### src/rtl/vend_pkg.sv
// Shared definitions for the change dispenser: coin values, coin_type
// encoding and the payout FSM states.
package vend_pkg;

   localparam logic [6:0] NICKEL_C  = 7'd5;
   localparam logic [6:0] DIME_C    = 7'd10;
   localparam logic [6:0] QUARTER_C = 7'd25;
   localparam logic [6:0] DOLLAR_C  = 7'd100;

   typedef enum logic [1:0] {
      COIN_NICKEL  = 2'd0,
      COIN_DIME    = 2'd1,
      COIN_QUARTER = 2'd2,
      COIN_DOLLAR  = 2'd3
   } coin_t;

   typedef enum logic [2:0] {
      ST_IDLE,
      ST_CHECK,
      ST_REQ,
      ST_GAP,
      ST_DONE,
      ST_FAULT
   } state_t;

endpackage

### src/rtl/change_dispenser_coin_select.sv
// Greedy coin picker: largest coin not exceeding the remaining change.
// DOLLAR_COIN_EN adds the dollar coin at the head of the chain.
module coin_select
   import vend_pkg::*;
(
   input  logic [7:0] remaining,
   output logic [1:0] coin_type,
   output logic [6:0] value,
   output logic       has_coin
);

   // Pick the largest payable coin for the current remaining amount.
   always_comb begin
      coin_type = COIN_NICKEL;
      value     = NICKEL_C;
      has_coin  = (remaining >= {1'b0, NICKEL_C});
`ifdef DOLLAR_COIN_EN
      if (remaining >= {1'b0, DOLLAR_C}) begin
         coin_type = COIN_DOLLAR;
         value     = DOLLAR_C;
      end else if (remaining >= {1'b0, QUARTER_C}) begin
         coin_type = COIN_QUARTER;
         value     = QUARTER_C;
      end else if (remaining >= {1'b0, DIME_C}) begin
         coin_type = COIN_DIME;
         value     = DIME_C;
      end
`else
      if (remaining >= {1'b0, QUARTER_C}) begin
         coin_type = COIN_QUARTER;
         value     = QUARTER_C;
      end else if (remaining >= {1'b0, DIME_C}) begin
         coin_type = COIN_DIME;
         value     = DIME_C;
      end
`endif
   end

endmodule

### src/rtl/change_dispenser.sv
// Change dispenser: computes change (or a full refund when credit is short)
// and pays it out one coin at a time over a req/ack hopper handshake.
// Optional macro DOLLAR_COIN_EN enables the dollar coin (see coin_select).
module change_dispenser
   import vend_pkg::*;
#(
   parameter int unsigned GAP_CYCLES  = 4,
   parameter int unsigned ACK_TIMEOUT = 1000
)(
   input  logic       clk,
   input  logic       rst_n,
   input  logic       start,
   input  logic [7:0] credit,
   input  logic [7:0] cost,
   output logic       coin_req,
   output logic [1:0] coin_type,
   input  logic       coin_ack,
   output logic       busy,
   output logic       done,
   output logic       refund,
   output logic [2:0] residual,
   output logic       fault
);

   localparam int unsigned TW = $clog2(ACK_TIMEOUT + 1);
   localparam int unsigned GW = $clog2(GAP_CYCLES + 1);
   localparam logic [TW-1:0] T_LAST = TW'(ACK_TIMEOUT - 1);
   localparam logic [GW-1:0] G_LAST = GW'(GAP_CYCLES - 1);

   state_t        state, next;
   logic [7:0]    credit_q, cost_q, remaining, rem_calc, sel_in;
   logic [6:0]    val_q, sel_val;
   logic [1:0]    sel_type;
   logic          sel_has;
   logic [TW-1:0] tcnt;
   logic [GW-1:0] gcnt;

   assign rem_calc = (credit_q >= cost_q) ? (credit_q - cost_q) : credit_q;
   // The coin for REQ entry is chosen from the freshly computed change when
   // leaving CHECK, and from the running remainder when leaving GAP.
   assign sel_in = (state == ST_CHECK) ? rem_calc : remaining;

   coin_select u_sel (
      .remaining (sel_in),
      .coin_type (sel_type),
      .value     (sel_val),
      .has_coin  (sel_has)
   );

   // State register.
   always_ff @(posedge clk or negedge rst_n) begin
      if (!rst_n) state <= ST_IDLE;
      else        state <= next;
   end

   // Next-state decode and state-derived outputs.
   always_comb begin
      next     = state;
      coin_req = 1'b0;
      busy     = 1'b1;
      done     = 1'b0;
      fault    = 1'b0;
      case (state)
         ST_IDLE: begin
            busy = 1'b0;
            if (start) next = ST_CHECK;
         end
         ST_CHECK: next = sel_has ? ST_REQ : ST_DONE;
         ST_REQ: begin
            coin_req = 1'b1;
            if (coin_ack)           next = ST_GAP;
            else if (tcnt == T_LAST) next = ST_FAULT;
         end
         ST_GAP: if (gcnt == G_LAST) next = sel_has ? ST_REQ : ST_DONE;
         ST_DONE: begin
            done = 1'b1;
            next = ST_IDLE;
         end
         ST_FAULT: fault = 1'b1;
         default: next = ST_IDLE;
      endcase
   end

   // Datapath: latch inputs, track remaining change, coin and cycle counters.
   always_ff @(posedge clk or negedge rst_n) begin
      if (!rst_n) begin
         credit_q  <= '0;
         cost_q    <= '0;
         remaining <= '0;
         val_q     <= '0;
         coin_type <= '0;
         refund    <= 1'b0;
         residual  <= '0;
         tcnt      <= '0;
         gcnt      <= '0;
      end else begin
         case (state)
            ST_IDLE: if (start) begin
               credit_q <= credit;
               cost_q   <= cost;
               refund   <= (credit < cost);
               residual <= '0;
            end
            ST_CHECK: begin
               remaining <= rem_calc;
               if (sel_has) begin
                  coin_type <= sel_type;
                  val_q     <= sel_val;
                  tcnt      <= '0;
               end else begin
                  residual <= rem_calc[2:0];
               end
            end
            ST_REQ: begin
               if (coin_ack) begin
                  remaining <= remaining - {1'b0, val_q};
                  gcnt      <= '0;
               end else begin
                  tcnt <= tcnt + 1'b1;
               end
            end
            ST_GAP: begin
               if (gcnt == G_LAST) begin
                  if (sel_has) begin
                     coin_type <= sel_type;
                     val_q     <= sel_val;
                     tcnt      <= '0;
                  end else begin
                     residual <= remaining[2:0];
                  end
               end else begin
                  gcnt <= gcnt + 1'b1;
               end
            end
            default: ;
         endcase
      end
   end

endmodule

### config.mk
export PLATFORM = sky130hd
export DESIGN_NAME = change_dispenser
export DESIGN_NICKNAME = d
export VERILOG_FILES = /design/src/rtl/vend_pkg.sv /design/src/rtl/change_dispenser_coin_select.sv /design/src/rtl/change_dispenser.sv
export SDC_FILE = /design/constraint.sdc
export NUM_CORES = 1
export LEC_CHECK = 0
export ABC_AREA = 1
export BUFFER_PORTS_ARGS = -buffer_cell sky130_fd_sc_hd__buf_4
export CORE_ASPECT_RATIO = 1.2
export CORE_UTILIZATION = 35
export DETAILED_ROUTE_END_ITERATION = 10
export SYNTH_ARGS = -nofsm -noshare
export SYNTH_HDL_FRONTEND = slang
export SYNTH_HIERARCHICAL = 1
export SYNTH_SLANG_ARGS = --single-unit
### constraint.sdc
create_clock -name clk -period 3.6 [get_ports clk]
set_input_delay 0 -clock clk [delete_from_list [all_inputs] [get_ports clk]]
set_output_delay 0 -clock clk [all_outputs]
set_load 0.01 [all_outputs]
==> summary.md <==
The logs give 2050 um^2 for the multi-input combinational cell area and 0 for the number of diodes added for antenna fixing. The fraction of layout instances using a drive strength above 1 was 0.136; the number of synthesized flops with an enable pin was 0. The count of nets left with antenna violations once routing finished came out at 0. The clock period could shrink to 3240 ps. Across all register-to-register paths, the minimum setup slack is 360 ps. The overall track demand over capacity in global routing came out at 0.166. After technology mapping, the gate count stands at 527.

The highest achievable clock rate is 308 MHz, and the share of flip-flops with an asynchronous set or reset is 1.00. Share of synthesized area occupied by flip-flops and latches: 0.351. Ratio of routed vias to standard cells: 4.76. The tool flagged a number of max-cap violations equal to 0. For the number of global-route vias before repair, the log shows 3380. The routed wire length was 8.53 mm; the maximum net fanout on the critical path was 5. The final count of negative-setup-slack endpoints is 0, and the number of buffers on the longest clock path is 2. Power comes to 4590 uW.

Between clock sinks in the finished design, the worst skew comes to 9.76 ps. Before antenna repair, the detailed router went through 4 iterations. The ratio of total power to cell area was 1030 nW/um^2. Final count of hold timing violations: 0.

The cell sitting at the root of the clock tree is a clkbuf_16. The clock insertion delay at the later pin of the skew report is 300 ps. Data on the critical path is required at its endpoint by 3790 ps.

The top-area cell type share of the netlist area is 0.351. The tools report the number of H-tree branching levels as 2. For the setup TNS, the log shows 0 ps. For this run, the number of Yosys warnings is 6.

The netlist uses 42 different library cells. The run finished with clean final reports. Summing every instance area after synthesis gives 3780 um^2.

The register bit total from synthesis came out at 53. The first routing iteration left 127 violations. The tools report the total I/O pin count as 30. Port buffering added 29 buffers. The max-slew violation total from the final report was 0; the part of the cycle the worst path needs was 0.901. The placed instances occupy a cell area of 4100 um^2. Setup repair after global routing left no endpoint under its margin.

The congestion estimate from routability-driven global placement came to 0.878. Counting the fill cells in the layout gives 1059. The final route contains 3340 vias.

For this design, the sink count on the clock tree is 53. Measured along the y axis, the die boundary spans 116 um. After detailed routing, the average wire length per cell comes to 12.2 um.

The pin count of the biggest net entering global routing was 54; the number of nets in the finished design was 618. Yosys attributes the largest share of cell area to dfrtp_1 35%, nand2_1 16%, ha_1 8.3%. Data arrival time of the critical path: 3440 ps. The headroom to the max-slew limit is 0.540. The tools report the setup slack after placement as 332 ps. STA classifies the critical path startpoint as a flop. In the routed design, unresolved DRC markers number 0.

Post-route worst hold slack: 43.2 ps. The run gives 10500 um^2 as the placeable core region. The first global-routing pass estimated 15.2 mm of wire. The finished cells cover 4450 um^2. The area overhead of the layout relative to synthesis came out at 17.7%.

Summing all flip-flop and latch instances after layout gives 1330 um^2. Summed over all cells, the static leakage comes to 0.00236 uW. The die width came out at 96.9 um. Buffers inserted during clock tree synthesis total 5. The critical path in this run is classified as flop to flop. The endpoint type of the worst setup path is a flop.

The clock-pin slew of the registers on the worst-case setup and hold paths is 80 ps, and the number of antenna violations at the first check in global routing is 0. Path type of the worst min-delay path: input port to flop. The slew at the pin closest to its max-slew limit is 690 ps. The most used flip-flop cell after synthesis is dfrtp_1.

IR analysis of the VDD net gives a maximum drop of 0.406 mV. The post-route worst setup slack came out at 358 ps. The synthesized design spends more area on one cell type than any other, namely dfrtp_1. For the half-perimeter wire length after detailed placement, the log shows 6.45 mm. A synthesized cell averages 7.18 um^2.

In this run the core area contains 41 standard-cell rows. The die covers 11200 um^2. Initial core utilization: 0.360. Summed over all layers, the global routing overflow is 0. TritonCTS built the clock tree.
synth_stat cells, types with 2 or more instances:
| library cell | number |
|---|---|
| xor2_1 | 6 |
| nor3_1 | 3 |
| nor2_1 | 26 |
| nand3_1 | 40 |
| nand3_4 | 2 |
| nand4_1 | 2 |
| o211ai_1 | 3 |
| dfrtp_1 | 53 |
| buf_2 | 4 |
| nand2_1 | 162 |
| fa_1 | 2 |
| o21a_1 | 2 |
| xnor2_1 | 2 |
| nor2_2 | 7 |
| buf_4 | 6 |
| o21ai_1 | 12 |
| a21oi_1 | 19 |
| o21ai_0 | 32 |
| nor2_8 | 2 |
| inv_2 | 10 |
| nand2_4 | 3 |
| inv_1 | 78 |
| nand2_2 | 8 |
| ha_1 | 25 |
cell families (layout without fill, tap and decap cells):
family	after synthesis	count (layout)	synth area share
AND/OR/NAND/NOR	260	260	0.311
adder cells (fa/ha/maj)	27	27	0.0933
AO/OA/AOI/OAI	77	77	0.115
XOR/XNOR	8	8	0.0185
other	1	2	0.000991
buffers and inverters	101	145	0.110
flip-flops	53	53	0.351
metrics by stage:
stage,std cells,utilization
detailed placement,676,0.390
finish,701,0.423
floorplan,528,-
global placement,676,0.390
CTS,701,0.423
global route,701,0.423
per-layer routing:
layer | wire length (um) | share of wire | global-route usage
met3 | 176 | 0.021 | 0.0271
met1 | 3850 | 0.45 | 0.197
met4 | 80 | 0.0094 | 0.0478
met2 | 4430 | 0.52 | 0.309
met5 | 0 | 0 | 0
final timing paths:
path / start / endpoint / cells after the start
min in group asynchronous: rst_n / tcnt[8]$_DFFE_PN0P_ / 2
hold / removal: coin_ack / tcnt[0]$_DFFE_PN0P_ / 4
setup reg to reg: credit_q[0]$_DFFE_PN0P_ / tcnt[5]$_DFFE_PN0P_ / 24
hold reg to reg: residual[0]$_DFFE_PN0P_ / residual[0]$_DFFE_PN0P_ / 2
max in group asynchronous: rst_n / val_q[6]$_DFFE_PN0P_ / 2
setup / recovery: credit_q[0]$_DFFE_PN0P_ / tcnt[5]$_DFFE_PN0P_ / 24
cell usage in the layout, fill, tap and decap left out, drive strengths merged, types with 17 or more instances in the layout:
cell / synthesis / routed
nor2: 35 / 35
buf: 12 / 31
dlygate4sd3: 0 / 17
nand2: 173 / 173
dfrtp: 53 / 53
a21oi: 21 / 21
inv: 89 / 90
nand3: 43 / 43
ha: 25 / 25
o21ai: 44 / 44
worst max-delay path: stages, from the launching register on:
cell and delay [ps]:
dfrtp_1 360, inv_1 90, ha_1 150, inv_1 70
fa_1 420, nand2_1 80, nand2_1 80, nand2_1 100
o21ai_0 90, nand2_1 160, nand3_1 110, nand2_1 80
nand2_1 40, o21ai_0 130, inv_2 70, nand2_2 80
nor2_2 50, o211ai_1 110, nand3_1 140, nand2_2 130
inv_2 70, nor2_8 140, nand2_2 80, nor3b_1 210
nor2_1 70
repair_timing:
item,4_1_cts,5_1_grt
hold buffers,17,0
gates resized for setup,0,1
setup endpoints to repair,0,2
hold endpoints to repair,69,0
buffers inserted,0,0
report_power, final:
group / internal (uW) / leakage, uW / switching, uW
registers: 843 / 0.000672 / 159
logic: 1070 / 0.00160 / 1940
clock network: 335 / 0.0000859 / 243
total: 2250 / 0.00236 / 2340
area by class of cell:
type / count / area share
Inverter: 89 / 0.0756
Multi-Input combinational cell: 374 / 0.461
Sequential cell: 53 / 0.298
Clock inverter: 3 / 0.0112
Tap cell: 129 / 0.0362
Timing Repair Buffer: 48 / 0.0905
Clock buffer: 5 / 0.0281
flip-flops by register name, indices dropped and copies added (netlist names):
signal / count
credit_q: 8
cost_q: 8
state: 3
refund: 1
tcnt: 10
residual: 3
val_q: 7
remaining: 8
gcnt: 3
coin_type: 2
No activity file was read; power rests on OpenSTA's default activity.
